--- src/rtl/zxuno_regport.sv ---
// rtl/zxuno_regport.sv - Z80-facing register-select/data port front end for the ZXUNO register space
//
// Decodes Z80 I/O cycles on the register-select port and the register data port.
// Latches the selected register number and generates the strobe bus that every
// register block consumes. Returns register read data to the CPU bus.
//
// Ports:
//   clk, rst_n       system clock, synchronous active-low reset
//   a                CPU address bus (full 16-bit I/O decode)
//   iorq_n, rd_n,    CPU I/O request and read/write strobes, active low
//   wr_n
//   din              CPU write data
//   reg_din, reg_oe  OR-combined read data from register blocks and its valid flag
//   zxuno_addr       currently selected register number
//   zxuno_regrd      level, high while a data-port read cycle is in progress
//   zxuno_regwr      one-clock pulse per data-port write
//   zxuno_dout       captured write data, valid while zxuno_regwr is high
//   regaddr_changed  one-clock pulse per register-select write
//   dout, oe         read data to the CPU and its bus-drive enable

module zxuno_regport #(
   parameter logic [15:0] ADDR_PORT  = 16'hFC3B,
   parameter logic [15:0] DATA_PORT  = 16'hFD3B,
   parameter logic [7:0]  RESET_ADDR = 8'h00
) (
   input  logic        clk,
   input  logic        rst_n,
   input  logic [15:0] a,
   input  logic        iorq_n,
   input  logic        rd_n,
   input  logic        wr_n,
   input  logic [7:0]  din,
   input  logic [7:0]  reg_din,
   input  logic        reg_oe,
   output logic [7:0]  zxuno_addr,
   output logic        zxuno_regrd,
   output logic        zxuno_regwr,
   output logic [7:0]  zxuno_dout,
   output logic        regaddr_changed,
   output logic [7:0]  dout,
   output logic        oe
);

   typedef enum logic [1:0] {
      WAIT_IDLE = 2'd0,
      IDLE      = 2'd1,
      WR_ACTIVE = 2'd2,
      RD_ACTIVE = 2'd3
   } state_t;

   state_t     r_state;
   state_t     w_state_nx;
   logic       r_on_data;      // active write cycle targets the data port
   logic       w_on_data_nx;
   logic [7:0] w_addr_nx;
   logic [7:0] w_dout_nx;
   logic       w_regwr_nx;
   logic       w_regrd_nx;
   logic       w_chg_nx;

   logic       w_hit_a;
   logic       w_hit_d;
   logic       w_wr;
   logic       w_rd;
   logic       w_wr_still;

   assign w_hit_a = (a == ADDR_PORT) && !iorq_n;
   assign w_hit_d = (a == DATA_PORT) && !iorq_n;
   // A cycle showing both strobes is taken as a write.
   assign w_wr    = !wr_n;
   assign w_rd    = !rd_n && wr_n;

   // The write cycle continues only while the address stays on the port it started on;
   // the address moving away counts as the end of the cycle.
   assign w_wr_still = (r_on_data ? w_hit_d : w_hit_a) && w_wr;

   always_ff @(posedge clk) begin
      if (!rst_n) begin
         r_state         <= WAIT_IDLE;
         r_on_data       <= 1'b0;
         zxuno_addr      <= RESET_ADDR;
         zxuno_dout      <= 8'h00;
         zxuno_regwr     <= 1'b0;
         zxuno_regrd     <= 1'b0;
         regaddr_changed <= 1'b0;
      end else begin
         r_state         <= w_state_nx;
         r_on_data       <= w_on_data_nx;
         zxuno_addr      <= w_addr_nx;
         zxuno_dout      <= w_dout_nx;
         zxuno_regwr     <= w_regwr_nx;
         zxuno_regrd     <= w_regrd_nx;
         regaddr_changed <= w_chg_nx;
      end
   end

   always_comb begin
      w_state_nx   = r_state;
      w_on_data_nx = r_on_data;
      w_addr_nx    = zxuno_addr;
      w_dout_nx    = zxuno_dout;
      w_regwr_nx   = 1'b0;
      w_regrd_nx   = 1'b0;
      w_chg_nx     = 1'b0;

      unique case (r_state)
         // Wait for the bus to go quiet so a reset taken mid-cycle never yields a strobe.
         WAIT_IDLE: begin
            if (iorq_n) begin
               w_state_nx = IDLE;
            end
         end

         IDLE: begin
            if (w_hit_a && w_wr) begin
               // Pulses even when din matches the current address; consumers restart on it.
               w_addr_nx    = din;
               w_chg_nx     = 1'b1;
               w_on_data_nx = 1'b0;
               w_state_nx   = WR_ACTIVE;
            end else if (w_hit_d && w_wr) begin
               w_dout_nx    = din;
               w_regwr_nx   = 1'b1;
               w_on_data_nx = 1'b1;
               w_state_nx   = WR_ACTIVE;
            end else if (w_hit_d && w_rd) begin
               w_regrd_nx   = 1'b1;
               w_state_nx   = RD_ACTIVE;
            end
         end

         // One pulse per write regardless of how long the strobe is held.
         WR_ACTIVE: begin
            if (!w_wr_still) begin
               w_state_nx = IDLE;
            end
         end

         // zxuno_regrd falls on the cycle end; consumers advance read pointers on that edge.
         RD_ACTIVE: begin
            if (w_hit_d && !rd_n) begin
               w_regrd_nx = 1'b1;
            end else begin
               w_state_nx = IDLE;
            end
         end

         default: begin
            w_state_nx = WAIT_IDLE;
         end
      endcase
   end

   // Zero-latency read return.
   always_comb begin
      oe   = 1'b0;
      dout = 8'hFF;
      if (w_hit_a && w_rd) begin
         oe   = 1'b1;
         dout = zxuno_addr;
      end else if (w_hit_d && w_rd) begin
         oe   = 1'b1;
         dout = reg_oe ? reg_din : 8'hFF;
      end
   end

endmodule
--- config.mk ---
export PLATFORM = sky130hd
export DESIGN_NAME = zxuno_regport
export DESIGN_NICKNAME = d
export VERILOG_FILES = /design/src/rtl/zxuno_regport.sv
export SDC_FILE = /design/constraint.sdc
export NUM_CORES = 1
export LEC_CHECK = 0
export ABC_AREA = 1
export CORE_ASPECT_RATIO = 1.2
export CORE_MARGIN = 4
export CORE_UTILIZATION = 40
export DETAILED_ROUTE_END_ITERATION = 10
export HOLD_SLACK_MARGIN = 0.15
export PLACE_DENSITY = 0.81
export SLEW_MARGIN = 20
export SYNTH_ARGS = -nofsm -noshare
export SYNTH_HDL_FRONTEND = slang
export SYNTH_SLANG_ARGS = --single-unit
--- constraint.sdc ---
create_clock -name clk -period 3.19 [get_ports clk]
set_input_delay 0.638 -clock clk [delete_from_list [all_inputs] [get_ports clk]]
set_output_delay 0.638 -clock clk [all_outputs]
set_load 0.005 [all_outputs]
Word level (Yosys, flattened, before mapping)
Cells that the tools add are included.

Output and inout port bits: 28. Latch bits: 0. Register bits: 22. Bits of input ports: 38. Word-level logic and storage cells: 60. Memories: 0. Bits in writable memories: 0. ROM bits: 0.

Equality and inequality tests: 9. Reduce and logical (&&, ||, !) cells: 20. Shifts and indexed selects: 0. Multiplexer cells: 21. Multiply operators: 0. Order comparisons: 0. Bitwise operators: 3. Divide/modulo/power cells: 0. $add $sub $neg: 0.

Operator list (count): == test 16 bit, second input constant (2); 2-to-1 mux 8 bit (3); 2-to-1 mux 2 bit (6); 2-to-1 mux 1 bit (10); logical AND 1 bit (9); one-hot mux 2 bit (4 select lines) (1); != test 2 bit, second input constant (3); AND reduction 2 bit (3); == test 2 bit, second input constant (2); != test 4 bit, second input constant (1); AND reduction 4 bit (1); zero test 1 bit (3); NOT 1 bit (3); AND reduction 3 bit (1); OR reduction 3 bit (1); == test 2 x 1 -> 1 bit, second input constant (1); zero test 2 bit (1); one-hot mux 1 bit (2 select lines) (1); nonzero test 2 bit (1).

Logic depth before layout (Yosys ltp)
Depth after elaboration: 7. Gate-level depth with buffers: 13. Gate-level depth less buffers: 13.

Least setup slack after synthesis
No wires, ideal clock.

Kind: input port to output port. Start: input port a[10]. End: output port dout[1]. Stages on the path: 11. Slack: 1.053 ns. Path buffers: 0. Data required time: 2.552 ns. Data arrival time: 1.499 ns. Cell sequence: inv_1 nor2_1 nand3_1 nor2_2 nand2_2 inv_2 nand2_1 inv_2 nand3b_1 o21ai_0 inv_1.

Word-level cells in the longest chain between the ends: 5. Elaborated cells between the ends (all ways): 8. Those cells by class: eq/ne (2); mux (2); reduce/logical (4).

RTL lines: start: declaration (RTL line 28) `input logic [15:0] a,`; == test 16 bit (RTL line 68) `assign w_hit_d = (a == DATA_PORT) && !iorq_n;`; logical AND 1 bit (RTL line 68); logical AND 1 bit (RTL line 161) `end else if (w_hit_d && w_rd) begin`; 2-to-1 mux 8 bit (RTL line 161); 2-to-1 mux 8 bit (*) (RTL line 158) `if (w_hit_a && w_rd) begin`; end: declaration (RTL line 40) `output logic [7:0] dout,`.

Every way passes the cells marked *; elsewhere a longest branch is shown, timed or not.

Worst setup path after layout
Start: input port a[15]. End: output port dout[6].

The elaborated chain is that of the path after synthesis.

==> metrics list <==
* Headroom to the max-slew limit: 0.757
* Residual DRC: 0
* Clock tree from TritonCTS: done
* Clock sinks: 22
* Switching power as a share of total power: 0.298
* Maximum number of pins on one net before global-route repair: 18
* Final worst path period share: 0.960
* Clock tree root driver cell: sky130_fd_sc_hd__clkbuf_4
* Synthesis-to-layout area growth: 66.5%
- Synthesis produced a netlist with a net count of between 200 and 250.
- The average instance in the mapped netlist occupies around 7.1 um^2.
- The initialized floorplan defines 22 standard-cell rows.
* Register clock-pin slew on the reported worst setup and hold paths: around 120 ps
- The worst setup path is launched from a primary input.
* Later-pin clock latency in the skew report: a little over 300 ps
* Fin crit period: between 3000 and 4000 ps
- Grt total ovfl: 0
- The worst setup path is of the primary input to primary output kind.
* Total I/O pin count: 66
- Detailed-route wire length per cell: between 10 and 15 um
- Internal portion of total power: around 500 uW
- The worst-case IR drop observed on VDD is ~0.57 mV.
- Final instance area: 2200 um^2
- Status: complete, no violations
- The analysis attributes to net switching a power of approximately 220 uW.
- Summing internal, switching and leakage power gives slightly above 700 uW.
- Yosys mapped the design onto 24 distinct sky130hd cell types.
- For the worst setup path, the data arrival time is ~2400 ps.
* Required time of the worst setup path: ~2600 ps
- Vias/cell: between 4 and 5
* Detailed Route WL: ~3.6 mm
- For this run, the number of Yosys warnings is 0.
* Die outline height: 70.9 um
* Final net count: 303
- The core region is between 3000 and 4000 um^2.
- 0 antenna diodes ended up in the layout.
- Number of H-tree levels: 1
* Unrepaired setup endpoints after global routing: false
- Along the worst hold path, the cell count comes to 1.
- Power spread over the standard cell area amounts to ~330 nW/um^2.
- Across every metal layer, demand over resource in global routing totals 0.171.
- Routability-driven placement finished with a final weighted congestion of about 0.76.
* FF+latch count, synth: 22
- The share of total power dissipated in sequential elements is 0.407.
- Tightest Pin Transition: roughly 360 ps
- Comb power frac: 0.304
* Number of port buffers: 65
* Final count of negative-setup-slack endpoints: 0
- For this design, the CTS-stage hold fixing added 0 buffers.
- Initial antenna violation count: 0
* Path type of the worst min-delay path: flip-flop to flip-flop
- For this configuration, the core starts out at a cell density of 0.424.
- 1st-iter DRT viols: 31
- CTS buffer count: 3
- Area after DPL: 2050 um^2
* Pre-antenna DRT Iters: 4
* Synthesized netlist cell count: between 150 and 200
- Vias in the first global route: roughly 1,400
- Along the worst path, the maximum fanout reaches 7.
* Fraction of layout instances using a drive strength above 1: 0.201
- The longest clock path from root to sink contains 2 buffers.
- First-pass GRT wire length: between 5 and 6 mm
- Max-slew violation count: 0
- STA classifies the critical path endpoint as a primary output.
* Layout fillers: 262
* Share of the yosys chip area belonging to registers: 0.334
- Lkg Pwr: around 0.95 nW
- For the worst flop-to-flop path, the logic depth is 7.
* Placed wire-length estimate: approximately 3 mm
- Max-cap violations in this run came to 0.
- Vias: around 1,400
* Final hold viol count: 0
- At the end of the flow the core is filled with cells to 0.707.
* Portion of total power attributed to the clock network: 0.289
- Post-synthesis cell area: about 1300 um^2
- Achievable Freq: 327 MHz
- Summed negative setup slack over all endpoints: 0 ps
* Clock skew after layout: 11.3 ps
* Final ANT Viol Nets: 0
* Die area: between 4000 and 5000 um^2
- The die is 60.4 um wide.
[cells by family (layout without fill, tap and decap cells)]
logic type / after synthesis / after routing / share of synthesized area
simple gates: 80 / 80 / 0.343
compound gates: 44 / 44 / 0.194
buf+inv: 41 / 118 / 0.129
flops: 22 / 22 / 0.334
[per-stage QoR]
step | worst slack (ps) | hold WS [ps] | cells
after floorplan | 1050 | 464 | 187
final | 127 | 478 | 300
after CTS | 3.99 | 484 | 299
after detailed placement | -54.1 | 454 | 292
after global routing | 9.83 | 508 | 300
after global placement | 46.2 | 446 | 292
[cell type report]
cell class | count | area (um^2) | area share
multi-input combinational | 124 | 751 | 0.341
clock inverter | 1 | 30.0 | 0.0137
tap | 36 | 45.0 | 0.0205
inverter | 36 | 135 | 0.0615
timing repair buffer | 78 | 774 | 0.352
clock buffer | 3 | 22.5 | 0.0102
sequential | 22 | 440 | 0.200
[placed cells by master, fill, tap and decap left out, types with 9 or more instances in the layout]
cell type,count
sky130_fd_sc_hd__a21oi_1,10
sky130_fd_sc_hd__o21ai_0,10
sky130_fd_sc_hd__nand2_1,20
sky130_fd_sc_hd__nor2_2,9
sky130_fd_sc_hd__buf_4,12
sky130_fd_sc_hd__nand2_2,9
sky130_fd_sc_hd__nor2_1,14
sky130_fd_sc_hd__clkdlybuf4s50_1,50
sky130_fd_sc_hd__dfxtp_1,22
sky130_fd_sc_hd__dlymetal6s2s_1,11
sky130_fd_sc_hd__o21a_1,9
sky130_fd_sc_hd__inv_1,33
[per-layer routing]
metal | vias to the layer above | wire (um) | track usage
met2 | 35 | 1840 | 0.310
met4 | 0 | 82 | 0.0627
met3 | 9 | 216 | 0.0201
met1 | 636 | 1500 | 0.200
met5 | - | 0 | 0
li1 | 761 | - | -
[power by group through the flow]
stage	sequential, mW	clock [mW]	combinational (mW)
after detailed placement	0.302	0	0.218
final	0.296	0.210	0.222
after CTS	0.296	0.212	0.222
after global placement	0.302	0	0.214
after floorplan	0.300	0	0.140
after global routing	0.298	0.222	0.246
[final timing paths]
check           startpoint             to  slack [ps]
max                  a[15]        dout[6]         130
min          zxuno_dout[6]  zxuno_dout[6]         480
max reg2reg     r_state[0]     r_state[0]        1840
min reg2reg  zxuno_dout[6]  zxuno_dout[6]         480
[state kept, by name (all words and copies together) (netlist names)]
signal,count
zxuno_addr,8
r_on_data,1
zxuno_regwr,1
zxuno_regrd,1
regaddr_changed,1
zxuno_dout,8
r_state,2
[worst max-delay path, cell delays in order]
cell and delay [ps]:
sky130_fd_sc_hd__clkdlybuf4s50_1 470, sky130_fd_sc_hd__nand2_2 80, sky130_fd_sc_hd__nor2_2 120, sky130_fd_sc_hd__nand2_2 70, sky130_fd_sc_hd__nor2_4 130, sky130_fd_sc_hd__nand2_2 70, sky130_fd_sc_hd__inv_2 50, sky130_fd_sc_hd__nand2_1 60
sky130_fd_sc_hd__inv_2 140, sky130_fd_sc_hd__buf_6 110, sky130_fd_sc_hd__nand3b_1 100, sky130_fd_sc_hd__o21ai_2 90, sky130_fd_sc_hd__inv_1 50, sky130_fd_sc_hd__dlygate4sd2_1 250
[repair_timing]
action                                  4_1_cts  5_1_grt
pin swaps                                     1        7
buffers inserted                              3        1
endpoints found under the setup margin        3        7
gates resized for setup                       5       23
[cells in the mapped netlist]
master	count	area [um^2]
sky130_fd_sc_hd__nor2_2	8	50.1
sky130_fd_sc_hd__dfxtp_1	22	440
sky130_fd_sc_hd__nor4_2	1	12.5
sky130_fd_sc_hd__nand3_1	6	30.0
sky130_fd_sc_hd__buf_6	1	11.3
sky130_fd_sc_hd__nand3_2	4	40.0
sky130_fd_sc_hd__inv_1	33	124
sky130_fd_sc_hd__clkbuf_1	1	3.75
sky130_fd_sc_hd__a21oi_1	10	50.1
sky130_fd_sc_hd__buf_2	1	5.00
sky130_fd_sc_hd__nor2_4	5	56.3
sky130_fd_sc_hd__a31oi_1	8	50.1
sky130_fd_sc_hd__nor3_1	1	5.00
sky130_fd_sc_hd__nand2_1	22	82.6
sky130_fd_sc_hd__clkbuf_4	2	15.0
sky130_fd_sc_hd__o21ai_0	12	60.1
sky130_fd_sc_hd__nand4_1	2	12.5
sky130_fd_sc_hd__o21a_1	9	67.6
sky130_fd_sc_hd__nor2_1	16	60.1
sky130_fd_sc_hd__nand2_2	7	43.8
sky130_fd_sc_hd__inv_2	3	11.3
sky130_fd_sc_hd__o21ai_1	4	20.0
sky130_fd_sc_hd__a31o_1	1	8.76
sky130_fd_sc_hd__nand3b_1	8	60.1
Power figures use the tool's default switching activity.
